--- src/rtl/pl_exception_redirect.sv ---
// Exception redirect and flush controller.
// Turns an exception request or an ERET into a one-cycle PC redirect plus
// FLUSH_CYCLES cycles of flush on the IF/ID, ID/EX and EX/MEM registers.
// It also tracks handler residency and latches a double fault into a sticky halt.
module pl_exception_redirect #(
    parameter int FLUSH_CYCLES = 2
) (
    input  logic        clk,
    input  logic        reset,
    input  logic        enable,
    input  logic        exc_req,
    input  logic        exc_undefined,
    input  logic [31:0] exc_vector,
    input  logic [31:0] epc,
    input  logic        eret,
    output logic        pc_redirect,
    output logic [31:0] pc_target,
    output logic        flush_if,
    output logic        flush_id,
    output logic        flush_ex,
    output logic [1:0]  cause,
    output logic        in_handler,
    output logic        halted
);

    localparam int CNT_W = $clog2(FLUSH_CYCLES + 1);
    localparam logic [CNT_W-1:0] CNT_LOAD = CNT_W'(FLUSH_CYCLES);
    localparam logic [CNT_W-1:0] CNT_ONE  = CNT_W'(1);
    localparam logic [CNT_W-1:0] CNT_ZERO = '0;

    typedef enum logic [2:0] {
        IDLE      = 3'd0,
        EXC_FLUSH = 3'd1,
        HANDLER   = 3'd2,
        RET_FLUSH = 3'd3,
        HALT      = 3'd4
    } state_t;

    state_t           state_q;
    state_t           state_d;
    logic [CNT_W-1:0] cnt_q;
    logic             first_q;
    logic             take_exc;
    logic             take_ret;
    logic             in_flush;

    assign in_flush = (state_q == EXC_FLUSH) || (state_q == RET_FLUSH);

    // State register.
    always_ff @(posedge clk or posedge reset) begin
        if (reset) begin
            state_q <= IDLE;
        end else begin
            state_q <= state_d;
        end
    end

    // Next-state logic. Flush states count down regardless of enable, and
    // requests arriving while squashing are deliberately dropped.
    always_comb begin
        state_d  = state_q;
        take_exc = 1'b0;
        take_ret = 1'b0;
        case (state_q)
            IDLE: begin
                if (enable && exc_req) begin
                    take_exc = 1'b1;
                    state_d  = EXC_FLUSH;
                end
            end
            EXC_FLUSH: begin
                if (cnt_q == CNT_ONE) begin
                    state_d = HANDLER;
                end
            end
            HANDLER: begin
                if (enable && exc_req) begin
                    state_d = HALT;
                end else if (enable && eret) begin
                    take_ret = 1'b1;
                    state_d  = RET_FLUSH;
                end
            end
            RET_FLUSH: begin
                if (cnt_q == CNT_ONE) begin
                    state_d = IDLE;
                end
            end
            HALT: begin
                state_d = HALT;
            end
            default: begin
                state_d = IDLE;
            end
        endcase
    end

    // Redirect target, cause, flush counter and first-cycle flag.
    always_ff @(posedge clk or posedge reset) begin
        if (reset) begin
            pc_target <= 32'h0;
            cause     <= 2'b00;
            cnt_q     <= CNT_ZERO;
            first_q   <= 1'b0;
        end else begin
            first_q <= take_exc || take_ret;
            if (take_exc) begin
                pc_target <= exc_vector;
                cause     <= exc_undefined ? 2'b01 : 2'b10;
                cnt_q     <= CNT_LOAD;
            end else if (take_ret) begin
                pc_target <= epc;
                cnt_q     <= CNT_LOAD;
            end else if (in_flush && (cnt_q != CNT_ZERO)) begin
                cnt_q <= cnt_q - CNT_ONE;
            end
            if ((state_q == RET_FLUSH) && (state_d == IDLE)) begin
                cause <= 2'b00;
            end
        end
    end

    // Output decode from registered state and the registered first-cycle flag.
    always_comb begin
        pc_redirect = 1'b0;
        flush_if    = 1'b0;
        flush_id    = 1'b0;
        flush_ex    = 1'b0;
        in_handler  = 1'b0;
        halted      = 1'b0;
        case (state_q)
            EXC_FLUSH: begin
                pc_redirect = first_q;
                flush_if    = 1'b1;
                flush_id    = 1'b1;
                flush_ex    = 1'b1;
            end
            HANDLER: begin
                in_handler = 1'b1;
            end
            RET_FLUSH: begin
                pc_redirect = first_q;
                flush_if    = 1'b1;
                flush_id    = 1'b1;
                flush_ex    = 1'b1;
                in_handler  = 1'b1;
            end
            HALT: begin
                flush_if   = 1'b1;
                flush_id   = 1'b1;
                flush_ex   = 1'b1;
                in_handler = 1'b1;
                halted     = 1'b1;
            end
            default: begin
                pc_redirect = 1'b0;
            end
        endcase
    end

endmodule

--- config.mk ---
export PLATFORM = sky130hd
export DESIGN_NAME = pl_exception_redirect
export DESIGN_NICKNAME = d
export VERILOG_FILES = /design/src/rtl/pl_exception_redirect.sv
export SDC_FILE = /design/constraint.sdc
export NUM_CORES = 1
export LEC_CHECK = 0
export BUFFER_PORTS_ARGS = -buffer_cell sky130_fd_sc_hd__buf_2
export CELL_PAD_IN_SITES_DETAIL_PLACEMENT = 0
export CELL_PAD_IN_SITES_GLOBAL_PLACEMENT = 1
export CORE_MARGIN = 4
export CORE_UTILIZATION = 32
export DETAILED_ROUTE_END_ITERATION = 6
export PLACE_DENSITY_LB_ADDON = 0.15
export SETUP_SLACK_MARGIN = 0.5
export SLEW_MARGIN = 10
export SYNTH_ARGS = -nofsm -noshare
export SYNTH_HDL_FRONTEND = slang
export SYNTH_SLANG_ARGS = --single-unit
--- constraint.sdc ---
create_clock -name clk -period 2 [get_ports clk]
set_input_delay 0.1 -clock clk [delete_from_list [all_inputs] [get_ports clk]]
set_output_delay 0.1 -clock clk [all_outputs]
set_load 0.1 [all_outputs]
# Word level (Yosys, flattened, before mapping)
# Cells that the tools add are included.
[word_totals]
ff_bits = 40
inputBits = 70
[op_classes]
add_sub_neg = 1
eq_ne = 5
muxes = 23
reduce_logical = 15
[op_table]
columns = ["cell", "count"]
rows = [
  ["two-way mux 32 bit", 2],
  ["two-way mux 3 bit", 5],
  ["case mux 3 bit (5 select lines)", 1],
  ["two-way mux 2 bit", 6],
  ["two-way mux 1 bit", 9],
  ["== test 3 x 2 -> 1 bit, second input constant", 2],
  ["logical NOT 3 bit", 2],
  ["nonzero test 2 bit", 3],
  ["OR reduction 3 bit", 2],
  ["logical AND 1 bit", 4],
  ["== test 3 x 1 -> 1 bit, second input constant", 1],
  ["== test 3 bit, second input constant", 1],
  ["nonzero test 3 bit", 1],
  ["== test 2 x 1 -> 1 bit, second input constant", 1],
  ["logical OR 1 bit", 2],
  ["OR reduction 2 bit", 1],
  ["subtractor 2 x 1 -> 2 bit, second input constant", 1],
]

# Longest topological paths before layout
[logic_depth]
word_depth = 7
depth_mapped = 7
mapped_depth_nobuf = 5

# Worst setup path after synthesis
# No wires, ideal clock.
[synth_timing]
path_type = "register -> output"
start = "reg state_q[1]"
end = "out in_handler"
arrival_ns = 2.620
setup_slack_ns = -0.720
path_stages_with_launch = 3
path_buffers = 0
cell_sequence = "dfrtp_1 -> inv_1 -> o21ai_0"
[synth_via]
elab_chain_len = 3
word_cells_on_any_way = 5
[synth_lines]
columns = ["item", "line", "text"]
rows = [
  ["from (decl)", "39", "state_t state_q;"],
  ["from (signal assigned)", "54", "state_q <= state_d;"],
  ["== test 3 x 2 -> 1 bit or == test 3 bit (tied branches)", "131", "case (state_q)"],
  ["OR reduction 3 bit (no source line) *", "--", ""],
  ["two-way mux 1 bit *", "131", ""],
  ["to (decl)", "22", "output logic in_handler,"],
]
# Mark *: on every way between the ends. The rest lies on a longest branch, timed or not.

# Final worst setup path
[layout_timing]
start = "reg state_q[2]"
end = "reg pc_target[13]"
[layout_via]
elab_chain_len = 3
word_cells_on_any_way = 6
[layout_lines]
columns = ["item", "line", "text"]
rows = [
  ["== test 3 x 2 -> 1 bit or logical NOT 3 bit (tied branches)", "64", "case (state_q)"],
  ["two-way mux 1 bit", "64", ""],
  ["nonzero test 2 bit (no source line) or two-way mux 32 bit (tied branches)", "--", ""],
  ["to (signal assigned)", "108", "pc_target <= exc_vector;"],
  ["to (signal assigned)", "112", "pc_target <= epc;"],
  ["to (decl)", "17", "output logic [31:0] pc_target,"],
]
# Several ways; a longest one is shown, not always the timed one.
# A chain may end at the register's enable or synchronous reset.

==> impl_metrics.json <==
{
  "synth-edff-count": 0,
  "syn_avg_cell_area_um2": 10.5,
  "root_buffer": "clkbuf_8",
  "period_needed_ns": 1.49,
  "cts_buffers": 5,
  "cp-start-kind": "register",
  "globalplace.congestion": 0.705,
  "num_vias": 1717,
  "crit_arrival_ns": 1.67,
  "routed_wl_mm": 5.11,
  "syn-num-nets": 262,
  "synthFlopType": "dfrtp_1",
  "skew_ns": 0.00643,
  "setup_tns_ns": 0,
  "r2r_start": "state_q[2]",
  "core_area_um2": 5990,
  "drt_iter0_markers": 44,
  "wl_per_cell_um": 13.3,
  "yosysUniqueCellTypes": 26,
  "grt_pass1_wl_mm": 7.67,
  "syn_area_um2": 1990,
  "cp_slowest_cell": "dfrtp_2",
  "ys_seq_area_frac": 0.503,
  "syn_inst": 190,
  "min-delay-start": "epc[11]",
  "grt_use_total": 0.130,
  "max_freq_ghz": 0.669,
  "synth.most_common_cell": "dfrtp_1",
  "drive_gt1_frac": 0.476,
  "ys_top_cells_by_area": "dfrtp_1 (50%), mux2i_1 (17%), nand2_1 (7.0%), o21ai_1 (6.3%), buf_12 (3.0%)",
  "grt_start_max_net_pins": 41,
  "die_area_um2": 7540,
  "slowest_delay_ns": 0.44,
  "syn2layout_area_growth_pct": 49.4,
  "period_share": 0.747,
  "initial_core_util": 0.332,
  "synth-seq-cells": 40,
  "status": "finished clean",
  "fin_nets": 380,
  "grt_pass1_vias": 1566,
  "clkLatencyLatePin_ns": 0.29,
  "yosys.area.top_type": "dfrtp_1",
  "ant_nets": 0,
  "crit_chain": "nor4_4 -> buf_6 -> clkbuf_16 -> mux2i_1 -> o21ai_1",
  "gr-total-overflow": 0,
  "die_w_um": 86.8,
  "diodes": 0,
  "yosys_warnings": 0,
  "cap_violations": 0,
  "numPortBuffers": 109,
  "hp-class": "input pin to register",
  "startpoint": "state_q[2]",
  "synth_common_cells": "dfrtp_1 (40), nand2_1 (37), mux2i_1 (33)",
  "htreeDepth": 2,
  "cp.required_ns": 2.18,
  "cts_buffer_depth": 2,
  "row_count": 28,
  "antenna_found_initial": 0,
  "slew_violations": 0,
  "clock-sinks": 40,
  "maxSlewHeadroom": 0.651,
  "drtPass1Iterations": 4,
  "crit_fanout": 10,
  "cts_tree": "done",
  "tightest_slew_ns": 0.523,
  "io_pins": 110,
  "rsz0062_at_grt": "yes",
  "endpoint_kind": "register",
  "hold_violations": 0,
  "drcViolationCount": 0,
  "clk_pin_slew_ns": 0.08,
  "setup_viol": 0,
  "path_class": "register to register",
  "fp.dieH_um": 86.8,
  "viasPerCell": 4.47,
  "synth_top_area_share": 0.503,
  "async_reset_ff_frac": 1.00,
  "hpwlAfterDp_mm": 3.58
}
worst max-delay path: cells and delay by family (launching register included):
kind / cells / cell delay, ns
mux: 1 / 0.21
compound gates: 1 / 0.08
buf+inv: 2 / 0.39
simple gates: 1 / 0.28
flops: 1 / 0.44
cell usage in the layout, fill, tap and decap left out, drive strengths merged:
| master | instances |
|---|---|
| a211oi | 1 |
| ha | 2 |
| bufinv | 1 |
| clkinv | 1 |
| nand3 | 1 |
| mux2i | 33 |
| a21oi | 2 |
| dfrtp | 40 |
| buf | 121 |
| nor2b | 1 |
| o311ai | 1 |
| clkbuf | 9 |
| xnor2 | 1 |
| and3b | 1 |
| nor2 | 9 |
| o21ai | 35 |
| nor3 | 1 |
| nand2 | 37 |
| dlygate4sd3 | 2 |
| nor4 | 1 |
| o211ai | 2 |
| inv | 6 |
| nand2b | 1 |
layer usage:
layer  share of wire  wire [µm]  global-route usage
met2            0.48       2470               0.207
met1            0.43       2220               0.173
met3           0.074        378              0.0323
met4          0.0078         40              0.0382
met5               0          0                   0
registers in the layout (all words and copies together), names as in the netlist:
signal and cells:
pc_target 32, state_q 3, cause 2, cnt_q 2
first_q 1
metrics by stage:
stage               setup slack [ns]  hold slack, ns   util  area [µm²]  cells
finish                         0.506          0.0766  0.496        2970    384
detailed placement             0.355           0.261  0.424        2540    365
floorplan                      0.384           0.189      -        2000    190
CTS                            0.447          0.0648  0.470        2820    381
global route                   0.449          0.0763  0.496        2970    384
global placement               0.381           0.258  0.424        2540    365
layout make-up:
class	instances	area (µm²)
clock buffers	7	96.3
clock inverters	1	30.0
fillers	595	3020
inverters	7	26.3
multi-input cells	129	881
flip-flops and latches	40	1000
well taps	75	93.8
repair buffers	125	840
cells by family after synthesis:
group	after synthesis	share of synthesized area
AOI/OAI and AO/OA	41	0.115
xor gates and xnor gates	1	0.00440
adders and majority gates	2	0.0126
buffers and inverters	21	0.0899
DFF	40	0.503
muxes	33	0.166
and+or+nand+nor	52	0.109
timing repair:
item | 4_1_cts | 5_1_grt
cloned | 1 | 2
buffers inserted | 5 | 1
pin swaps | 0 | 4
gates resized for setup | 26 | 27
endpoints found under the hold margin | 41 | 0
endpoints found under the setup margin | 43 | 43
hold buffers | 2 | 0
path summary, 6_finish.rpt:
| path | to | slack [ns] | depth (start not counted) |
|---|---|---|---|
| hold reg to reg | pc_target[24] | 0.48 | 2 |
| setup reg to reg | pc_target[13] | 0.51 | 5 |
| hold / removal | pc_target[11] | 0.08 | 3 |
| setup / recovery | pc_target[13] | 0.51 | 5 |
| min in group asynchronous | pc_target[18] | 0.47 | 4 |
| max in group asynchronous | state_q[2] | 1.14 | 4 |
Power is left out: the tool's default activity adds up to more than one toggle a clock period on the data nets, which glitch-free logic cannot reach.
